**src/rtl/seq_det_pkg.sv**
```systemverilog
// seq_det_pkg: shared widths, reset-time configuration and config record for the sequence detector
package seq_det_pkg;
  localparam int DEF_PAT_W = 8;
  localparam int DEF_CNT_W = 16;
  localparam int LEN_W = $clog2(DEF_PAT_W + 1);
  localparam logic [DEF_PAT_W-1:0] RST_PATTERN = 8'b0000_1001;
  localparam int RST_LEN = 4;
  localparam bit RST_OVERLAP = 1'b1;
  typedef struct packed {
    logic [DEF_PAT_W-1:0] pattern;
    logic [LEN_W-1:0] len;
    logic overlap;
  } seq_det_cfg_t;
endpackage

```
**src/rtl/seq_det_window.sv**
```systemverilog
// seq_det_window: shift window, saturating fill counter and length-masked pattern compare
module seq_det_window #(
  parameter int PAT_W = 8,
  parameter int LW = $clog2(PAT_W + 1)
) (
  input  logic             clock,
  input  logic             reset,
  input  logic             clear,
  input  logic             shift,
  input  logic             bit_in,
  input  logic [PAT_W-1:0] pattern,
  input  logic [LW-1:0]    len,
  input  logic             overlap,
  output logic             match_now
);
  localparam logic [LW-1:0] FULL = LW'(PAT_W);
  logic [PAT_W-1:0] window, window_next, mask;
  logic [LW-1:0] fill, fill_next;
  always_comb begin
    window_next = {window[PAT_W-2:0], bit_in};
    fill_next = (fill == FULL) ? FULL : fill + 1'b1;
    mask = ~({PAT_W{1'b1}} << len);
    match_now = shift && !clear && len != '0 && fill_next >= len &&
                ((window_next ^ pattern) & mask) == '0;
  end
  // non-overlap only needs fill cleared: the stale window bits are ignored until refilled
  always_ff @(posedge clock) begin
    if (reset || clear) begin
      window <= '0;
      fill <= '0;
    end else if (shift) begin
      window <= window_next;
      fill <= (match_now && !overlap) ? '0 : fill_next;
    end
  end
endmodule

```
**src/rtl/seq_detector_param.sv**
```systemverilog
// seq_detector_param: runtime-programmable serial pattern detector; SEQ_DET_MATCH_COUNT_EN builds the match counter
module seq_detector_param import seq_det_pkg::*; #(
  parameter int PAT_W = DEF_PAT_W,
  parameter int CNT_W = DEF_CNT_W,
  parameter logic [PAT_W-1:0] DEF_PATTERN = PAT_W'(RST_PATTERN),
  parameter int DEF_LEN = RST_LEN,
  parameter bit DEF_OVERLAP = RST_OVERLAP,
  localparam int LW = $clog2(PAT_W + 1)
) (
  input  logic             clock,
  input  logic             reset,
  input  logic             sequence_in,
  input  logic             in_valid,
  input  logic             cfg_load,
  input  logic [PAT_W-1:0] cfg_pattern,
  input  logic [LW-1:0]    cfg_len,
  input  logic             cfg_overlap,
  input  logic             count_clr,
  output logic             detector_out,
  output logic [CNT_W-1:0] match_count,
  output logic [LW-1:0]    cur_len
);
  localparam logic [LW-1:0] MAX_LEN = LW'(PAT_W);
  logic [PAT_W-1:0] pattern;
  logic [LW-1:0] len;
  logic overlap, match_now;
  seq_det_window #(.PAT_W(PAT_W), .LW(LW)) u_window (
    .clock(clock),
    .reset(reset),
    .clear(cfg_load),
    .shift(in_valid),
    .bit_in(sequence_in),
    .pattern(pattern),
    .len(len),
    .overlap(overlap),
    .match_now(match_now)
  );
  always_ff @(posedge clock) begin
    if (reset) begin
      pattern <= DEF_PATTERN;
      len <= LW'(DEF_LEN);
      overlap <= DEF_OVERLAP;
      detector_out <= 1'b0;
    end else begin
      if (cfg_load) begin
        pattern <= cfg_pattern;
        len <= (cfg_len > MAX_LEN) ? MAX_LEN : cfg_len;
        overlap <= cfg_overlap;
      end
      detector_out <= match_now;
    end
  end
  assign cur_len = len;
`ifdef SEQ_DET_MATCH_COUNT_EN
  logic [CNT_W-1:0] count;
  always_ff @(posedge clock) begin
    if (reset || count_clr) count <= '0;
    else if (match_now && !(&count)) count <= count + 1'b1;
  end
  assign match_count = count;
`else
  logic unused_count_clr;
  assign unused_count_clr = count_clr;
  assign match_count = '0;
`endif
endmodule

```
**config.mk**
```make
export PLATFORM = sky130hd
export DESIGN_NAME = seq_detector_param
export DESIGN_NICKNAME = d
export VERILOG_FILES = /design/src/rtl/seq_det_pkg.sv /design/src/rtl/seq_det_window.sv /design/src/rtl/seq_detector_param.sv
export SDC_FILE = /design/constraint.sdc
export NUM_CORES = 1
export LEC_CHECK = 0
export CORE_MARGIN = 5
export CORE_UTILIZATION = 44
export CTS_BUF_LIST = sky130_fd_sc_hd__clkbuf_2
export CTS_CLUSTER_SIZE = 16
export DETAILED_ROUTE_END_ITERATION = 7
export GPL_ROUTABILITY_DRIVEN = 0
export PLACE_DENSITY = 0.83
export SLEW_MARGIN = 20
export SYNTH_ARGS = -nofsm -noshare
export SYNTH_HDL_FRONTEND = slang
export SYNTH_SLANG_ARGS = --single-unit
```
**constraint.sdc**
```tcl
create_clock -name clock -period 2.4 [get_ports clock]
set_clock_uncertainty 0.2 [all_clocks]
set_input_delay 0.36 -clock clock [delete_from_list [all_inputs] [get_ports clock]]
set_output_delay 0.36 -clock clock [all_outputs]
set_load 0.01 [all_outputs]
```
==> impl_metrics.csv, run 1 <==
group,metric,value,unit
yosys,yosysTopAreaCellShare,36.90,%
global_route,grt_use_total,12.46,%
die,io_pins,40,
clock_network,cts-root-buf,"clkbuf_2",
worst_setup_path,crit_arrival,2600,ps
power,leakage,0.7129,nW
die,die-width,65.52,µm
layout,final_cell_mix,"nor2_1 (23), dfxtp_1 (23), clkdlybuf4s50_1 (22), conb_1 (16), mux2i_1 (14)",
clock_network,clk_latency,330,ps
drt,dr.pass1.iters,2,
clock_network,tritoncts,"done",
worst_setup_path,worst_setup_path_start_kind,"flop",
drt,finalWirelength,2551,µm
clock_network,ctsHoldBuffers,0,
worst_setup_path,regToRegStartpoint,"u_window.fill[1]",
worst_setup_path,crit_path_end_kind,"flop",
global_route,overflow,0,
drt,initialDrtViolationCount,28,
placed_design,port_buffers,22,
sta,hold_ws,343.0,ps
layout,multi_input_area,739.5,µm²
worst_setup_path,reg2reg_depth,11,
status,violations,"negative setup slack",
yosys,synthArstFlopShare,0,%
layout,n_antenna_cell,0,
global_route,grt_max_degree,19,
hold_path,min_path_type,"flop to flop",
sta,slew_viol_final,0,
run,cap_violations,0,
drt,drc,0,
layout,seq_area,505.5,µm²
sta,max_clock_freq,0.3936,GHz
clock_network,clk_pin_slew,210,ps
worst_setup_path,crit_start,"u_window.fill[1]",
power,power.density,452.0,nW/µm²
die,core_area,3003,µm²
hold_path,min_path_cells,1,
hold_path,hold_end,"u_window.fill[1]",
sta,setup_viol,4,
die,dieHeight,65.52,µm
yosys,syn_inst,151,
yosys,ys_seq_area_share,36.90,%
worst_setup_path,critical_path_peak_fanout,4,
sta,rsz0062_at_grt,"true",
layout,fillers,292,
global_route,grt_antenna_before_repair,0,
yosys,ys_ff_latch,25,
yosys,synth_cell_types,28,
drt,via_count,1060,
sta,layout_setup_ws,-140.5,ps
layout,fin_nets,207,
yosys,syn-cell-area,1356,µm²
sta,fin_crit_sh,105.9,%
yosys,synth_area_leaders,"dfxtp_1 (37%), mux2i_1 (11%), buf_4 (9.4%)",
global_route,grt_pass1_vias,961,
sta,hold_viol_final,0,
yosys,syn_area_per_cell,8.982,µm²
yosys,ys.flop_type,"dfxtp_1",
die,dieArea,4293,µm²
worst_setup_path,reg2reg_to,"u_window.fill[0]",
worst_setup_path,worstSetupPathType,"flop to flop",
placed_design,post-place-ws,-490.8,ps
layout,drive_above_1_share,14.92,%
clock_network,clock-sinks,25,
hold_path,hold_start,"u_window.fill[1]",
die,rows,20,
clock_network,htreeDepth,1,
yosys,yosys.area.top_type,"dfxtp_1",
clock_network,cts_inserted_buffers,3,
worst_setup_path,crit_required,2460,ps
yosys,ys.warnings.count,0,
die,initial_core_util,45.17,%
drt,vias_per_cell,4.953,
global_route,grt_pass1_wl,4140,µm
placed_design,dp_hpwl,2070,µm
worst_setup_path,rrSetupSlack,-140,ps
layout,area_growth,21.31,%
drt,ant_nets,0,
sta,period_minus_slack,2540,ps
status,status,"complete, but fails checks",
sta,setup_tns,-544.9,ps
power,ir_worst_vdd,281.0,µV
yosys,synth-edff-count,0,
drt,wl_per_cell,11.92,µm
clock_network,cts_buffer_depth,2,
## worst max-delay path: stages, from the launching register on
cell     delay (ps)
dfxtp_4         420
inv_4            40
ha_4            140
nand2_2          60
nand2_1          60
mux2i_2         180
ha_2            210
o21a_1          100
nor2_1           40
a211o_1         240
or4_4           540
a32o_1          230
## area by class of cell
type / count / area share [%]
timing repair buffer: 33 / 18.40
multi-input combinational: 110 / 44.94
clock buffer: 4 / 1.217
inverter: 9 / 2.205
tap: 33 / 2.510
sequential: 25 / 30.72
## cells by family (layout without fill, tap and decap cells)
kind of cell / count (synthesis) / count (layout) / share of synthesized area [%]
and+or+nand+nor: 42 / 42 / 14.21
buffers and inverters: 31 / 46 / 14.48
DFF: 25 / 25 / 36.90
AOI/OAI and AO/OA: 22 / 22 / 11.72
muxes: 15 / 15 / 11.07
xor gates and xnor gates: 9 / 9 / 5.812
adders and majority gates: 6 / 6 / 5.535
other: 1 / 16 / 0.2765
## metal layers
metal | share of wire [%] | track usage [%] | up-vias | routed length [µm]
li1 | - | - | 540 | -
met1 | 43 | 14.70 | 485 | 1102
met2 | 50 | 21.62 | 27 | 1265
met3 | 4.5 | 1.538 | 8 | 114
met4 | 2.7 | 6.995 | 0 | 68
met5 | 0 | 0 | - | 0
## synth_stat cells, types with 2 or more instances
library cell	instances
nor2b_1	3
a211o_1	4
dfxtp_1	25
xor2_1	2
nor3_1	2
nand2_1	6
mux2i_1	15
buf_6	2
a32o_1	4
xnor2_1	7
clkbuf_1	2
nor2_1	24
nand3_1	2
buf_4	17
a21oi_1	7
o21ai_0	4
inv_1	9
ha_1	6
## through the flow
step	total power (W)	cells	area (µm²)	util, %
after CTS	0.0007530	213	1630	54.29
final	0.0007437	214	1645	54.79
after global routing	0.0007904	214	1645	54.79
after floorplan	0.0005545	166	1433	-
after global placement	0.0005891	208	1599	53.25
after detailed placement	0.0005924	208	1599	53.25
## flip-flops by register name (all words and copies together) (netlist names)
name / count
pattern: 8
u_window.window: 7
cur_len: 4
u_window.fill: 4
detector_out: 1
overlap: 1
## what timing repair did
| action | 4_1_cts | 5_1_grt |
|---|---|---|
| gates resized for setup | 1 | 3 |
| setup endpoints to repair | 4 | 4 |
| pin swaps | 2 | 2 |
| buffers inserted | 1 | 1 |
## worst max-delay path by stage
stage	endpoint	slack, ps	cells past startpoint
2_1_floorplan	u_window.fill[0]	-50	11
3_3_place_gp	u_window.fill[0]	-450	6
3_5_place_dp	u_window.fill[0]	-490	6
4_1_cts	u_window.fill[0]	-180	11
5_1_grt	u_window.fill[1]	-270	11
6_report	u_window.fill[0]	-140	11
## where the power goes
part | leakage (nW) | switching (W) | internal, W
Sequential | 0.206 | 0.0000149 | 0.000430
Clock | 0.0166 | 0.000116 | 0.0000441
Combinational | 0.491 | 0.0000646 | 0.0000738
Total | 0.713 | 0.000195 | 0.000548
(Power assumes the default switching activity.)
==> inputs of run 2 (changes only) <==
- SETUP_SLACK_MARGIN: unset -> 0.4
- SYNTH_HIERARCHICAL: unset -> 1
==> impl_metrics.csv, run 2 <==
group,metric,value,unit
worst_setup_path,critPathMaxStageDelay,420,ps
die,dieArea,4404,µm²
die,rows,20,
clock_network,clock-sinks,25,
placed_design,port_buffers,22,
yosys,ys_ff_latch,25,
sta,rsz0062_at_grt,"true",
layout,area_growth,23.55,%
worst_setup_path,crit_path_end_kind,"flop",
clock_network,cts_buffer_depth,2,
layout,instances_no_fill,226,
yosys,syn_area_per_cell,9.135,µm²
global_route,grt_use_total,13.24,%
layout,final_common_cell,"clkdlybuf4s50_1",
yosys,syn_inst,153,
worst_setup_path,worst_setup_path_start_kind,"flop",
die,initial_core_util,45.78,%
worst_setup_path,crit_required,2460,ps
layout,final_cell_mix,"clkdlybuf4s50_1 (21), dfxtp_1 (20), nor2_1 (18), conb_1 (16), mux2i_1 (14)",
status,status,"completed",
sta,max_clock_freq,0.4333,GHz
yosys,synth.cells.most_frequent,"dfxtp_1 (25), nor2_1 (18), buf_4 (17)",
yosys,synth_area_leaders,"dfxtp_1 (36%), mux2i_1 (10%), buf_4 (9.1%)",
drt,vias_per_cell,4.752,
worst_setup_path,crit_family,"compound AO/OA/AOI/OAI gates",
worst_setup_path,cpMostUsedCell,"o21ai_2",
die,die-width,66.36,µm
sta,hold_viol_final,0,
die,core_area,3053,µm²
placed_design,dp_hpwl,2124,µm
layout,largest_register,"pattern",
drt,initialDrtViolationCount,94,
global_route,overflow,0,
global_route,grt_max_degree,16,
yosys,synth_cell_types,33,
yosys,ys_seq_area_share,35.81,%
run,cap_violations,0,
layout,top_regs,"pattern x8, u_window/window x7",
global_route,grt_pass1_wl,4574,µm
layout,multi_input_area,802.0,µm²
yosys,yosys.area.top_type,"dfxtp_1",
power,power,0.0007648,W
yosys,synth-edff-count,0,
clock_network,tritoncts,"done",
clock_network,htreeDepth,1,
power,ir_worst_vdd,447.5,µV
die,io_pins,40,
yosys,synthArstFlopShare,0,%
worst_setup_path,worstSetupPathType,"flop to flop",
sta,slew_viol_final,0,
worst_setup_path,critical_path_peak_fanout,4,
worst_setup_path,critPathBufInv,1,
worst_setup_path,slowest_stage,"dfxtp_4",
yosys,ys.flop_type,"dfxtp_1",
yosys,syn-cell-area,1398,µm²
drt,dr.pass1.iters,4,
global_route,grt_antenna_before_repair,0,
layout,drive_above_1_share,19.23,%
worst_setup_path,crit_arrival,2370,ps
clock_network,cts_inserted_buffers,3,
layout,final_util,56.56,%
drt,drc,0,
power,power.density,442.9,nW/µm²
worst_setup_path,path_cells,"inv_4, ha_4, nand2_4, nand3_2, o21ai_2, ha_2, o21ai_2, a221o_1, a2111oi_4, o41ai_1",
layout,n_antenna_cell,0,
layout,seq_area,514.2,µm²
drt,wl_per_cell,12.50,µm
yosys,yosysTopAreaCellShare,35.81,%
sta,setup_viol,0,
clock_network,cts-root-buf,"clkbuf_2",
sta,fin_crit_sh,96.17,%
drt,finalWirelength,2824,µm
clock_network,clk_pin_slew,240,ps
sta,period_minus_slack,2308,ps
clock_network,clk_latency,350,ps
power,leakage,0.7148,nW
yosys,yosysMostFrequentCell,"dfxtp_1",
layout,largest_register_ff_count,8,
placed_design,dp_cells,218,
sta,setup_tns,0,ps
sta,hold_ws,331.3,ps
yosys,ys.warnings.count,6,
layout,fillers,292,
drt,ant_nets,0,
hold_path,min_path_type,"flop to flop",
clock_network,ctsHoldBuffers,0,
layout,fin_nets,208,
die,dieHeight,66.36,µm
drt,via_count,1074,
global_route,grt_pass1_vias,1046,
[run 2: logic make-up after synthesis]
group                    synth area share (%)
adder cells (fa/ha/maj)                 5.371
AO/OA/AOI/OAI                           13.25
XOR/XNOR                                6.266
AND/OR/NAND/NOR                         14.95
flip-flops                              35.81
other                                  0.2683
multiplexers                            10.03
buffers and inverters                   14.05
[run 2: routing by layer]
layer / vias to the layer above / GRT usage, % / wire length, µm
li1: 540 / - / -
met1: 501 / 14.52 / 1154
met2: 31 / 25.15 / 1487
met3: 2 / 4.252 / 175
met4: 0 / 1.523 / 8
met5: - / 0 / 0
[run 2: final timing paths]
path	startpoint	endpoint	slack [ps]	depth (start not counted)
max	u_window/fill[1]	u_window/fill[0]	90	10
min	u_window/fill[2]	u_window/fill[2]	330	2
max reg2reg	u_window/fill[1]	u_window/fill[0]	90	10
min reg2reg	u_window/fill[2]	u_window/fill[2]	330	2
[run 2: area by class of cell]
class,instances,area share (%)
multi-input combinational,112,46.45
sequential,25,29.78
timing repair buffer,31,16.81
tap,44,3.188
inverter,10,2.464
clock buffer,3,0.8696
clock inverter,1,0.4348
[run 2: stage by stage]
stage          cell area [µm²]  setup slack, ps
5_1_grt                   1727            14.74
4_1_cts                   1693            132.1
3_5_place_dp              1628            110.8
6_report                  1727            91.98
3_3_place_gp              1628            169.8
2_1_floorplan             1474            309.7
[run 2: repair_timing]
action | CTS | global route
pin swaps | 1 | 2
setup endpoints to repair | 6 | 9
cloned | 0 | 0
buffers inserted | 3 | 1
resized for setup | 8 | 9
[run 2: worst register-to-register path, delay by kind of cell (launching register included)]
family,cells,cell delay (ps)
adder cells (fa/ha/maj),2,450
flip-flops,1,420
AO/OA/AOI/OAI,5,980
buffers and inverters,1,50
AND/OR/NAND/NOR,2,110
[run 2: report_power, final]
part | total (W) | switching, W | internal, W | leakage (nW)
sequential | 0.000443 | 0.0000135 | 0.000430 | 0.207
combinational | 0.000150 | 0.0000737 | 0.0000759 | 0.495
clock | 0.000172 | 0.000133 | 0.0000387 | 0.0126
